--- src/rtl/fifo_rd_pkg.sv ---
// Shared types and helpers for the sync_fifo read-side master.
package fifo_rd_pkg;

    typedef enum logic [1:0] {
        IDLE   = 2'd0,
        ACTIVE = 2'd1,
        FLUSH  = 2'd2
    } state_t;

    localparam int unsigned RD_LAT = 1;

    // Bits needed to hold values 0..n-1, never less than one bit.
    function automatic int unsigned clog2(input int unsigned n);
        int unsigned r;
        int unsigned v;
        r = 0;
        v = 1;
        while (v < n) begin
            v = v << 1;
            r = r + 1;
        end
        return (r == 0) ? 1 : r;
    endfunction

endpackage

--- src/rtl/fifo_rd_skid.sv ---
// Small register FIFO holding words between the sync_fifo read port and the stream output.
module fifo_rd_skid
    import fifo_rd_pkg::*;
#(
    parameter int unsigned DATA_WIDTH = 16,
    parameter int unsigned DEPTH      = 4
) (
    input  logic                          clk,
    input  logic                          reset_n,
    input  logic                          clear,
    input  logic                          push,
    input  logic [DATA_WIDTH-1:0]         push_data,
    input  logic                          pop,
    output logic [DATA_WIDTH-1:0]         pop_data,
    output logic [clog2(DEPTH + 1)-1:0]   occ
);

    localparam int unsigned PTR_W = clog2(DEPTH);
    localparam int unsigned OCC_W = clog2(DEPTH + 1);

    logic [DATA_WIDTH-1:0] mem [DEPTH];
    logic [PTR_W-1:0]      wr_ptr;
    logic [PTR_W-1:0]      rd_ptr;
    logic                  do_pop;

    function automatic logic [PTR_W-1:0] ptr_inc(input logic [PTR_W-1:0] p);
        return (p == PTR_W'(DEPTH - 1)) ? '0 : p + PTR_W'(1);
    endfunction

    assign do_pop   = pop && (occ != '0);
    assign pop_data = mem[rd_ptr];

    // Storage, pointers and occupancy; clear drops everything without touching storage.
    always_ff @(posedge clk) begin
        if (!reset_n) begin
            wr_ptr <= '0;
            rd_ptr <= '0;
            occ    <= '0;
            for (int i = 0; i < int'(DEPTH); i++) begin
                mem[i] <= '0;
            end
        end else if (clear) begin
            wr_ptr <= '0;
            rd_ptr <= '0;
            occ    <= '0;
        end else begin
            if (push) begin
                mem[wr_ptr] <= push_data;
                wr_ptr      <= ptr_inc(wr_ptr);
            end
            if (do_pop) begin
                rd_ptr <= ptr_inc(rd_ptr);
            end
            case ({push, do_pop})
                2'b10:   occ <= occ + OCC_W'(1);
                2'b01:   occ <= occ - OCC_W'(1);
                default: occ <= occ;
            endcase
        end
    end

    a_no_overflow: assert property (@(posedge clk) disable iff (!reset_n)
        (push && !clear) |-> (occ < OCC_W'(DEPTH)));

endmodule

--- src/rtl/fifo_read_master.sv ---
// Drains sync_fifo into a valid/ready stream with burst tagging and flush sequencing.
// Optional FIFO_RD_WCNT_EN adds a words_drained transfer counter.
module fifo_read_master
    import fifo_rd_pkg::*;
#(
    parameter int unsigned DATA_WIDTH = 16,
    parameter int unsigned BURST      = 4,
    parameter int unsigned SKID_DEPTH = 4
) (
    input  logic                  clk,
    input  logic                  reset_n,
    input  logic                  enable,
    input  logic                  flush_req,
    output logic                  fifo_read_req,
    input  logic [DATA_WIDTH-1:0] fifo_read_data,
    input  logic                  fifo_rdata_valid,
    input  logic                  fifo_empty,
    input  logic                  fifo_aempty,
    output logic                  fifo_flush,
    output logic [DATA_WIDTH-1:0] out_data,
    output logic                  out_valid,
    input  logic                  out_ready,
    output logic                  out_last,
`ifdef FIFO_RD_WCNT_EN
    output logic [31:0]           words_drained,
`endif
    output logic                  busy
);

    localparam int unsigned OCC_W  = clog2(SKID_DEPTH + 1);
    localparam int unsigned INF_W  = clog2(RD_LAT + 1);
    localparam int unsigned FCNT_W = clog2(RD_LAT + 1);
    localparam int unsigned BCNT_W = clog2(BURST);
    localparam int unsigned CRED_W = clog2(SKID_DEPTH + RD_LAT + 1);

    state_t              state_q, state_d;
    logic [FCNT_W-1:0]   fcnt_q, fcnt_d;
    logic [INF_W-1:0]    inflight_q, inflight_d;
    logic [BCNT_W-1:0]   bcnt_q, bcnt_d;
    logic                flush_d;
    logic [OCC_W-1:0]    occ;
    logic                flushing;
    logic                clear;
    logic                push;
    logic                transfer;
    logic                idle_nx;
    logic [CRED_W-1:0]   credit_used;
    logic                unused_aempty;
`ifdef FIFO_RD_WCNT_EN
    logic [31:0]         wcnt_d;
`endif

    assign unused_aempty = fifo_aempty;

    assign flushing    = (state_q == FLUSH);
    assign clear       = flush_req || flushing;
    assign push        = fifo_rdata_valid && !flushing;
    assign out_valid   = (occ != '0);
    assign transfer    = out_valid && out_ready;
    assign out_last    = out_valid && (bcnt_q == BCNT_W'(BURST - 1));
    assign busy        = (state_q != IDLE);

    // Credit covers words already buffered plus words still returning from the FIFO.
    assign credit_used   = CRED_W'(occ) + CRED_W'(inflight_q);
    assign fifo_read_req = !flushing && enable && !fifo_empty
                           && (credit_used < CRED_W'(SKID_DEPTH));

    assign idle_nx = (inflight_d == '0)
                     && (((occ == '0) && !push)
                         || ((occ == OCC_W'(1)) && transfer && !push));

    fifo_rd_skid #(
        .DATA_WIDTH (DATA_WIDTH),
        .DEPTH      (SKID_DEPTH)
    ) u_skid (
        .clk       (clk),
        .reset_n   (reset_n),
        .clear     (clear),
        .push      (push),
        .push_data (fifo_read_data),
        .pop       (transfer),
        .pop_data  (out_data),
        .occ       (occ)
    );

    // Next-state and counter updates; a flush request overrides everything else.
    always_comb begin
        state_d    = state_q;
        fcnt_d     = fcnt_q;
        flush_d    = 1'b0;
        inflight_d = inflight_q;
        bcnt_d     = bcnt_q;
`ifdef FIFO_RD_WCNT_EN
        wcnt_d     = words_drained;
`endif

        if (clear) begin
            inflight_d = '0;
        end else begin
            case ({fifo_read_req, fifo_rdata_valid})
                2'b10:   inflight_d = inflight_q + INF_W'(1);
                2'b01:   inflight_d = (inflight_q != '0) ? inflight_q - INF_W'(1) : '0;
                default: inflight_d = inflight_q;
            endcase
        end

        if (clear) begin
            bcnt_d = '0;
        end else if (transfer) begin
            bcnt_d = (bcnt_q == BCNT_W'(BURST - 1)) ? '0 : bcnt_q + BCNT_W'(1);
        end

`ifdef FIFO_RD_WCNT_EN
        if (clear) begin
            wcnt_d = '0;
        end else if (transfer) begin
            wcnt_d = words_drained + 32'd1;
        end
`endif

        if (flush_req) begin
            state_d = FLUSH;
            fcnt_d  = '0;
            flush_d = 1'b1;
        end else begin
            case (state_q)
                FLUSH: begin
                    if (fcnt_q == FCNT_W'(RD_LAT)) begin
                        state_d = IDLE;
                    end else begin
                        fcnt_d = fcnt_q + FCNT_W'(1);
                    end
                end
                default: state_d = idle_nx ? IDLE : ACTIVE;
            endcase
        end
    end

    always_ff @(posedge clk) begin
        if (!reset_n) begin
            state_q    <= IDLE;
            fcnt_q     <= '0;
            inflight_q <= '0;
            bcnt_q     <= '0;
            fifo_flush <= 1'b0;
`ifdef FIFO_RD_WCNT_EN
            words_drained <= '0;
`endif
        end else begin
            state_q    <= state_d;
            fcnt_q     <= fcnt_d;
            inflight_q <= inflight_d;
            bcnt_q     <= bcnt_d;
            fifo_flush <= flush_d;
`ifdef FIFO_RD_WCNT_EN
            words_drained <= wcnt_d;
`endif
        end
    end

endmodule
--- config.mk ---
export PLATFORM = sky130hd
export DESIGN_NAME = fifo_read_master
export DESIGN_NICKNAME = d
export VERILOG_FILES = /design/src/rtl/fifo_rd_pkg.sv /design/src/rtl/fifo_rd_skid.sv /design/src/rtl/fifo_read_master.sv
export SDC_FILE = /design/constraint.sdc
export NUM_CORES = 1
export LEC_CHECK = 0
export ABC_AREA = 1
export CELL_PAD_IN_SITES_DETAIL_PLACEMENT = 1
export CELL_PAD_IN_SITES_GLOBAL_PLACEMENT = 2
export CORE_ASPECT_RATIO = 0.9
export CORE_MARGIN = 2
export CORE_UTILIZATION = 38
export CTS_BUF_LIST = sky130_fd_sc_hd__clkbuf_8 sky130_fd_sc_hd__clkbuf_16
export DETAILED_ROUTE_END_ITERATION = 10
export PLACE_DENSITY_LB_ADDON = 0.1
export SLEW_MARGIN = 5
export SYNTH_ARGS = -nofsm -noshare
export SYNTH_HDL_FRONTEND = slang
export SYNTH_HIERARCHICAL = 1
export SYNTH_SLANG_ARGS = --single-unit
--- constraint.sdc ---
create_clock -name clk -period 3.6 [get_ports clk]
set_input_delay 0.54 -clock clk [delete_from_list [all_inputs] [get_ports clk]]
set_output_delay 0.54 -clock clk [all_outputs]
set_load 0.03 [all_outputs]
Word-level counts from Yosys, hierarchy flattened
Memories as Yosys holds them, arrays and structs flattened. A register that Yosys moved wholly into a read port is not among the register bits. Index checks and enable logic that the tools add are counted.

Flip-flop bits (word level): 14. RAM bits: 64. Input bits: 24. Output and inout port bits: 21. Logic and storage cells: 79. Memories kept: 1.

Memories: u_skid.mem (words 4, bits a word 16, rd ports 1, clocked after memory_dff 1, write ports 4, line fifo_rd_skid.sv:21) `logic [DATA_WIDTH-1:0] mem [DEPTH];`.

Add/subtract/negate cells: 9. $lt $le $gt $ge: 1. Equality and inequality tests: 11. Muxes and demuxes: 23. Bitwise logic cells: 2. Reductions and logical operators: 23.

Operator list (number): $mux W2 (9); $mux W16 (1); $reduce_or A16 Y1 (1); $eq A2 B2 Y1 const B (6); $logic_and A1 B1 Y1 (11); $mux W1 (11); $add A2 B1 Y2 const B (3); $pmux W3 S2 (1); $eq A2 B1 Y1 const B (2); $reduce_bool A2 Y1 (2); $reduce_or A2 Y1 (2); $add A3 B1 Y3 (1); $add A3 B1 Y3 const B (1); $eq A3 B1 Y1 const B (1); $logic_not A1 Y1 (3); $logic_not A3 Y1 (1); $lt A3 B3 Y1 const B (1); $ne A3 B3 Y1 const B (1); $reduce_bool A3 Y1 (1); $sub A3 B1 Y3 const B (1); $add A1 B1 Y1 const B (2); $logic_or A1 B1 Y1 (2); $ne A2 B2 Y1 const B (1); $not A1 Y1 (2); other kinds (2) (2).

Depth between registers and ports, before layout
Gate-level depths: netlist of run 1.

Depth after elaboration: 13. Mapped depth: 14. Gate-level depth less buffers: 14.

Hierarchy
Netlist of run 1, hierarchy kept.

Modules (own cells, without submodules): fifo_rd_skid (times used 1, cells each 301, area an instance 3181.8 µm², seq. area each 2102.0 µm²); fifo_read_master (times used 1, cells each 61, area an instance 400.4 µm², seq. area each 140.1 µm²).

Least setup slack after synthesis of run 1
OpenSTA, ideal clock, no wires.

Kind: input -> register. Start: input port fifo_empty. End: register state_q[0]. Setup time: 0.112 ns. Arrival: 2.002 ns. Required time: 3.488 ns. Slack: 1.486 ns. Cell stages on the path: 8. Buffers on the path: 0. Path through: inv_1 -> nand3_1 -> nor3_1 -> ha_1 -> nand2_1 -> o21ai_0 -> nand2_1 -> nand2_1.

Longest elaborated chain between the ends: 10. Elaborated cells on any way between the ends: 11. Classes of those cells: eq/ne (2); mux (4); bitwise (1); reduce/logical (4).

RTL lines: start: declaration (line fifo_read_master.sv:17) `input logic fifo_empty,`; $logic_not A1 Y1 (*) (line fifo_read_master.sv:65) `assign fifo_read_req = !flushing && enable && !fifo_empty`; $logic_and A1 B1 Y1 (*) (line fifo_read_master.sv:65); $logic_and A1 B1 Y1 (*) (line fifo_read_master.sv:66) `&& (credit_used < CRED_W'(SKID_DEPTH));`; net fifo_read_req (line fifo_read_master.sv:14) `output logic fifo_read_req,`; $eq A2 B1 Y1 or $eq A2 B2 Y1 (tied branches) (line fifo_read_master.sv:100) `case ({fifo_read_req, fifo_rdata_valid})`; $pmux W1 S2 (*) (line fifo_read_master.sv:100); $mux W1 (*) (line fifo_read_master.sv:97) `if (clear) begin`; $not A1 Y1 (*) (line fifo_read_master.sv:68) `assign idle_nx = (inflight_d == '0)`; $logic_and A1 B1 Y1 (*) (line fifo_read_master.sv:69) `&& (((occ == '0) && !push)`; $mux W1 (*) (line fifo_read_master.sv:134) `default: state_d = idle_nx ? IDLE : ACTIVE;`; $mux W2 (*) (line fifo_read_master.sv:126) `case (state_q)`; end signal: assignment (line fifo_read_master.sv:150) `state_q <= state_d;`; end: declaration (line fifo_read_master.sv:36) `state_t state_q, state_d;`.

The timed path passes the listed nets; every way through them passes the cells marked *. A chain may end at the register's enable or synchronous reset.

==> key figures, run 1 <==
Outcome
  • Status: finished, final reports clean

GRT
  • Initial antenna violation count: 0
  • Met2 GRT Util: 0.2890
  • Number of global-route vias before repair: between 2000 and 3000
  • Met1 usage: 0.2417
  • Largest net degree at the start of global routing: 33
  • Top Usage Layer GRT: met2
  • Total GRT Usage: 0.1767
  • First-pass GRT wire length: approximately 14 mm
  • Total gr overflow: 0
  • Met3 Use GR: 0.03724

STA
  • Hold_ws: 0.4682 ns
  • Final setup viols: 0
  • RSZ-0062 raised after global routing: false
  • Layout Skew: 0.01168 ns
  • Worst Tran Pin Value: 0.7386 ns
  • F_max: approximately 340 MHz
  • Hold Vio Cnt, Final: 0
  • Final Critical Period: around 2.9 ns
  • Max-slew violations: 0
  • Period utilization: 0.8189
  • Setup TNS: 0 ns
  • Worst slew margin relative to its limit: 0.5071

Clock network
  • Total CTS buffers: 9
  • Cts repair resizes: 0
  • Total clock sinks: 80
  • Setup bufs post-CTS: 0
  • Clock latency on the worst-skew pair: 0.34 ns
  • Max clock buf depth: 2
  • Hold buffers post-CTS: 0
  • Clock slew seen by the registers of the worst setup and hold paths: ~0.080 ns
  • H-Tree Depth: 3
  • CTS root buf: clkbuf_8
  • Clock tree from TritonCTS: built

Synth
  • Top cell type's share of synthesized area: 0.5365
  • Synth Area in Compound Gates: 0.09815
  • Top post-synthesis cells by count: nor2_1, edfxtp_1, inv_1, o21ai_0, nand2_1
  • Adder-cell share of the synthesized area: 0.02305
  • Netlist cell types: 26
  • Synthesized-area fraction occupied by and/or/nand/nor cells: 0.1869
  • Cell Area, Synth: approximately 0.0036 mm^2
  • Mapped Cells: ~360
  • Async SR Flop Fraction: 0
  • Largest family of logic cells by synthesized area: simple AND/OR/NAND/NOR gates
  • FF+latch count, synth: 80
  • XOR/XNOR Fraction of Synth Area: 0
  • Mapped Nets: roughly 390
  • Post-synth top area cell: edfxtp_1
  • Top-count cell post-synth: nor2_1
  • Post-synth top flop: edfxtp_1
  • Avg Cell Area, Syn: 9.896 um^2
  • Most area-consuming cells after synthesis: edfxtp_1, nor2_1, dfxtp_1
  • Post-synthesis sequential area ratio: 0.6259
  • Post-synthesis mux area share: 0
  • Number of synthesized flops with an enable pin: 64
  • Synthesis Warnings: 6

Setup path
  • Startpoint Class: register
  • Arrival @ worst endpoint: approximately 2.4 ns
  • Kind of end point of the critical path: output pin
  • Worst R2R Start: u_skid/occ[2]
  • Critical Setup Path Class: register to output pin
  • Max FO, Critical Path: 23
  • Crit-path cells: inv_1 > buf_4 > o21ai_0 > o22ai_1 > clkdlybuf4s50_1
  • CP peak stage delay: approximately 0.69 ns
  • WP buf/inv: 3
  • Slowest CP cell: clkdlybuf4s50_1
  • CP top delay family: buffers and inverters
  • CP required: 3.06 ns

Drt
  • Initial detailed-routing violation count: 100
  • Final wirelength: around 8.2 mm
  • Post-route ant nets: 0
  • Pre-antenna DRT Iters: 4
  • Mean routed wirelength per cell: 15.32 um
  • Routed vias: 2630
  • DRC viols: 0
  • Via density: between 4 and 5

Floorplan
  • Initial Utilization: 0.3926
  • Die area: between 0.01 and 0.015 mm^2
  • # IOs: 45
  • Core area: between 0.009 and 0.01 mm^2
  • Die height: 96.11 um
  • Die Wd: 106.3 um
  • Std-Cell Rows: 33

Pwr
  • Leak: 1.802 nW
  • Design Power: around 0.0019 W
  • Power Dens Cells: 428.8 mW/mm^2
  • Worst VDD drop: approximately 0.20 mV

Worst hold path
  • Hold WC Path Type: register to register
  • Hold Crit Start: fcnt_q

Cells and area
  • Design area: approximately 0.0043 mm^2
  • Fraction of layout cells with a size suffix above 1: 0.09375
  • Area growth syn-to-layout: 21.34%
  • Nets: roughly 440
  • N_diodes: 0

Placed design
  • # port buffers: 43
  • Placed Area: around 0.0042 mm^2
  • Placed wire-length estimate: about 5.3 mm
  • Final GP Congestion: roughly 0.76

Run
  • Max-cap violations: 0
power by group:
| group | internal [W] | total, W | leakage (nW) | switching [W] |
|---|---|---|---|---|
| combinational | 0.0000721 | 0.000188 | 0.916 | 0.000115 |
| clock | 0.000314 | 0.000630 | 0.0929 | 0.000316 |
| sequential | 0.00103 | 0.00105 | 0.794 | 0.0000132 |
cell families (layout without fill, tap and decap cells):
family	Yosys count	in the layout
adders and majority gates	6	6
buffers and inverters	58	112
and+or+nand+nor	154	154
AOI/OAI and AO/OA	64	64
DFF	80	80
worst min-delay path, delay by kind of cell, from the launching register on:
kind	cells	cell delay, ns
flip-flops	1	0.30
buffers and inverters	1	0.06
AO/OA/AOI/OAI	1	0.06
path summary, 6_finish.rpt:
kind              cells past startpoint       endpoint  slack, ns
setup / recovery                      5    out_data[2]       0.65
hold / removal                        2         fcnt_q       0.47
setup reg to reg                     14  u_skid/occ[2]       1.34
hold reg to reg                       2         fcnt_q       0.47
through the flow:
stage | setup WS (ns) | util | std cells
after detailed placement | 0.8339 | 0.4562 | 523
after floorplan | 1.486 | - | 362
final | 0.6520 | 0.4763 | 538
after CTS | 0.5913 | 0.4763 | 538
after global routing | 0.4435 | 0.4763 | 538
after global placement | 0.8585 | 0.4562 | 523
final cells by class:
type | instances | area [um^2]
clock buffer | 9 | 123.9
clock inverter | 6 | 60.06
fill | 1028 | 4778
inverter | 46 | 173.9
multi-input combinational | 224 | 1104
sequential | 80 | 2242
tap | 122 | 152.6
timing repair buffer | 51 | 490.5
sequential cells by signal, summed over array words and instances (netlist names), named ones only:
register and cells:
u_skid/wr_ptr 2, u_skid/occ 3, fifo_flush 1, bcnt_q 2, inflight_q 1, fcnt_q 1
state_q 2, u_skid/mem 64, u_skid/rd_ptr 2
placed cells by master, fill, tap and decap left out, types with 2 or more instances in the layout:
master,netlist,final
ha_1,5,5
o21ai_0,37,37
clkbuf_8,0,9
nor2_2,3,3
nand4_1,2,2
clkdlybuf4s50_1,0,43
nand2_2,4,4
o22ai_1,16,16
edfxtp_1,64,64
nand3_1,9,9
or2_2,2,2
dfxtp_1,16,16
nor3_1,2,2
nor2_1,103,103
inv_1,44,44
a21oi_1,10,10
nand2_1,23,23
clkinv_2,1,3
buf_4,0,8
nand2_4,3,3
per-layer routing:
| metal | part of all wire | vias to the layer above | wire length, um |
|---|---|---|---|
| li1 | - | 1302 | - |
| met1 | 0.47 | 1280 | 3906 |
| met2 | 0.49 | 43 | 4003 |
| met3 | 0.035 | 5 | 285 |
| met4 | 0.0058 | 0 | 48 |
| met5 | 0 | - | 0 |
Power figures use the tool's default switching activity.
==> run 2, diff against run 1 <==
--- a/config.mk
+++ b/config.mk
@@ -10,7 +10,7 @@
 export CELL_PAD_IN_SITES_GLOBAL_PLACEMENT = 2
 export CORE_ASPECT_RATIO = 0.9
 export CORE_MARGIN = 2
-export CORE_UTILIZATION = 38
+export CORE_UTILIZATION = 35
 export CTS_BUF_LIST = sky130_fd_sc_hd__clkbuf_8 sky130_fd_sc_hd__clkbuf_16
 export DETAILED_ROUTE_END_ITERATION = 10
 export PLACE_DENSITY_LB_ADDON = 0.1
==> constraint.sdc (replaced) <==
create_clock -name clk -period 2.73 [get_ports clk]
set_input_delay 0.4095 -clock clk [delete_from_list [all_inputs] [get_ports clk]]
set_output_delay 0.4095 -clock clk [all_outputs]
set_load 0.03 [all_outputs]
==> key figures, run 2 (same netlist as run 1, synthesis figures left out) <==
Outcome
  • Status: finished, final reports clean

Clock network
  • CTS root buf: clkbuf_16
  • Hold buffers post-CTS: 0
  • Total CTS buffers: 9
  • Clock latency on the worst-skew pair: between 0.3 and 0.4 ns
  • Max clock buf depth: 2
  • Setup bufs post-CTS: 0
  • Cts repair resizes: 0
  • Clock slew seen by the registers of the worst setup and hold paths: ~0.06 ns
  • Clock tree from TritonCTS: built
  • Total clock sinks: 80
  • H-Tree Depth: 3

Setup path
  • CP peak stage delay: 0.71 ns
  • CP required: about 2.3 ns
  • Kind of end point of the critical path: output pin
  • WP buf/inv: 2
  • Max FO, Critical Path: 16
  • CP top delay family: buffers and inverters
  • Arrival @ worst endpoint: roughly 2.0 ns
  • Critical Setup Path Class: register to output pin
  • Crit-path cells: buf_4 > o21ai_0 > o22ai_1 > clkdlybuf4s50_1
  • Slowest CP cell: clkdlybuf4s50_1
  • Startpoint Class: register

STA
  • Period utilization: 0.8719
  • Worst Tran Pin Value: 0.3602 ns
  • Worst slew margin relative to its limit: 0.7595
  • Max-slew violations: 0
  • Final setup viols: 0
  • Setup TNS: 0 ns
  • Final Critical Period: 2.380 ns
  • RSZ-0062 raised after global routing: false
  • Hold Vio Cnt, Final: 0
  • Setup ws final: around 0.35 ns
  • F_max: ~420 MHz
  • Layout Skew: around 0.0092 ns

Drt
  • Post-route ant nets: 0
  • Initial detailed-routing violation count: 99
  • Routed vias: ~2700
  • DRC viols: 0
  • Via density: between 4 and 5
  • Mean routed wirelength per cell: approximately 15 um
  • Pre-antenna DRT Iters: 4
  • Final wirelength: between 8 and 9 mm

Floorplan
  • Core area: between 0.01 and 0.015 mm^2
  • Die Wd: about 110 um
  • Std-Cell Rows: 35
  • Die height: 99.98 um
  • Initial Utilization: 0.3541
  • # IOs: 45
  • Die area: between 0.01 and 0.015 mm^2

GRT
  • First-pass GRT wire length: around 14 mm
  • Initial antenna violation count: 0
  • Number of global-route vias before repair: about 2900
  • Total gr overflow: 0
  • Total GRT Usage: 0.1638
  • Largest net degree at the start of global routing: 17

Cells and area
  • Finished Layout Cells: ~560
  • Final design utilization: 0.4492
  • Nets: approximately 450
  • Reg with most FFs: u_skid/mem
  • Area growth syn-to-layout: 26.86%
  • Max reg flops: 64
  • N_diodes: 0
  • Commonest cells after routing, fill and taps aside: nor2_1, edfxtp_1, inv_1
  • Design area: between 0.004 and 0.005 mm^2
  • Most common cell after layout, fill and taps aside: nor2_1
  • Regs by FF count: u_skid/mem (64), u_skid/occ (3)
  • Fraction of layout cells with a size suffix above 1: 0.1265

Run
  • Max-cap violations: 0

Placed design
  • # port buffers: 43
  • Placed insts: 540
  • Placed Area: approximately 0.0043 mm^2
  • DP Worst Slack: 0.3137 ns
  • Final GP Congestion: roughly 0.75
  • Placed wire-length estimate: ~5.8 mm

Pwr
  • Worst VDD drop: roughly 0.37 mV
  • Power Dens Cells: 615.0 mW/mm^2
  • Leak: approximately 1.9 nW

Worst hold path
  • Hold WC Path Type: register to register
run 2: metrics by stage:
step | power (W) | hold WS, ns
floorplan | 0.001542 | 0.4291
global placement | 0.001662 | 0.4417
detailed placement | 0.001668 | 0.4766
CTS | 0.002831 | 0.4887
global route | 0.002904 | 0.4997
finish | 0.002795 | 0.4829
run 2: path summary, 6_finish.rpt:
kind	from	to	slack, ns	cells after the start
setup / recovery	register	out_data[4]	0.35	4
hold / removal	fcnt_q	fcnt_q	0.48	2
setup reg to reg	state_q[0]	u_skid/occ[2]	0.73	14
hold reg to reg	fcnt_q	fcnt_q	0.48	2
run 2: routing by layer:
layer / part of all wire / up-vias / wire [um] / global-route usage
li1: - / 1326 / - / -
met1: 0.46 / 1336 / 3850 / 0.2044
met2: 0.50 / 41 / 4251 / 0.2921
met3: 0.030 / 8 / 258 / 0.03080
met4: 0.012 / 0 / 99 / 0.04904
met5: 0 / - / 0 / 0
run 2: worst reg2reg max path, delay by kind of cell, from the launching register on:
family | cells | cell delay, ns
and+or+nand+nor | 6 | 0.41
buffers and inverters | 6 | 0.58
DFF | 1 | 0.31
adders and majority gates | 2 | 0.57
run 2: power breakdown:
part	total, W	switching, W	leakage (nW)	internal [W]
logic	0.000256	0.000155	0.979	0.000101
clock network	0.00116	0.000458	0.146	0.000700
registers	0.00138	0.0000174	0.794	0.00136
run 2: area by class of cell:
| class | count | area (um^2) |
|---|---|---|
| Clock buffer | 9 | 225.2 |
| Clock inverter | 7 | 62.56 |
| Fill cell | 1146 | 5572 |
| Inverter | 46 | 173.9 |
| Multi-Input combinational cell | 224 | 1104 |
| Sequential cell | 80 | 2242 |
| Tap cell | 129 | 161.4 |
| Timing Repair Buffer | 61 | 575.6 |
==> run 3, diff against run 2 <==
--- a/config.mk
+++ b/config.mk
@@ -6,6 +6,7 @@
 export NUM_CORES = 1
 export LEC_CHECK = 0
 export ABC_AREA = 1
+export CAP_MARGIN = 20
 export CELL_PAD_IN_SITES_DETAIL_PLACEMENT = 1
 export CELL_PAD_IN_SITES_GLOBAL_PLACEMENT = 2
 export CORE_ASPECT_RATIO = 0.9
==> results of run 3 <==
No change in the layout: final DEF, timing and power equal those of run 2.
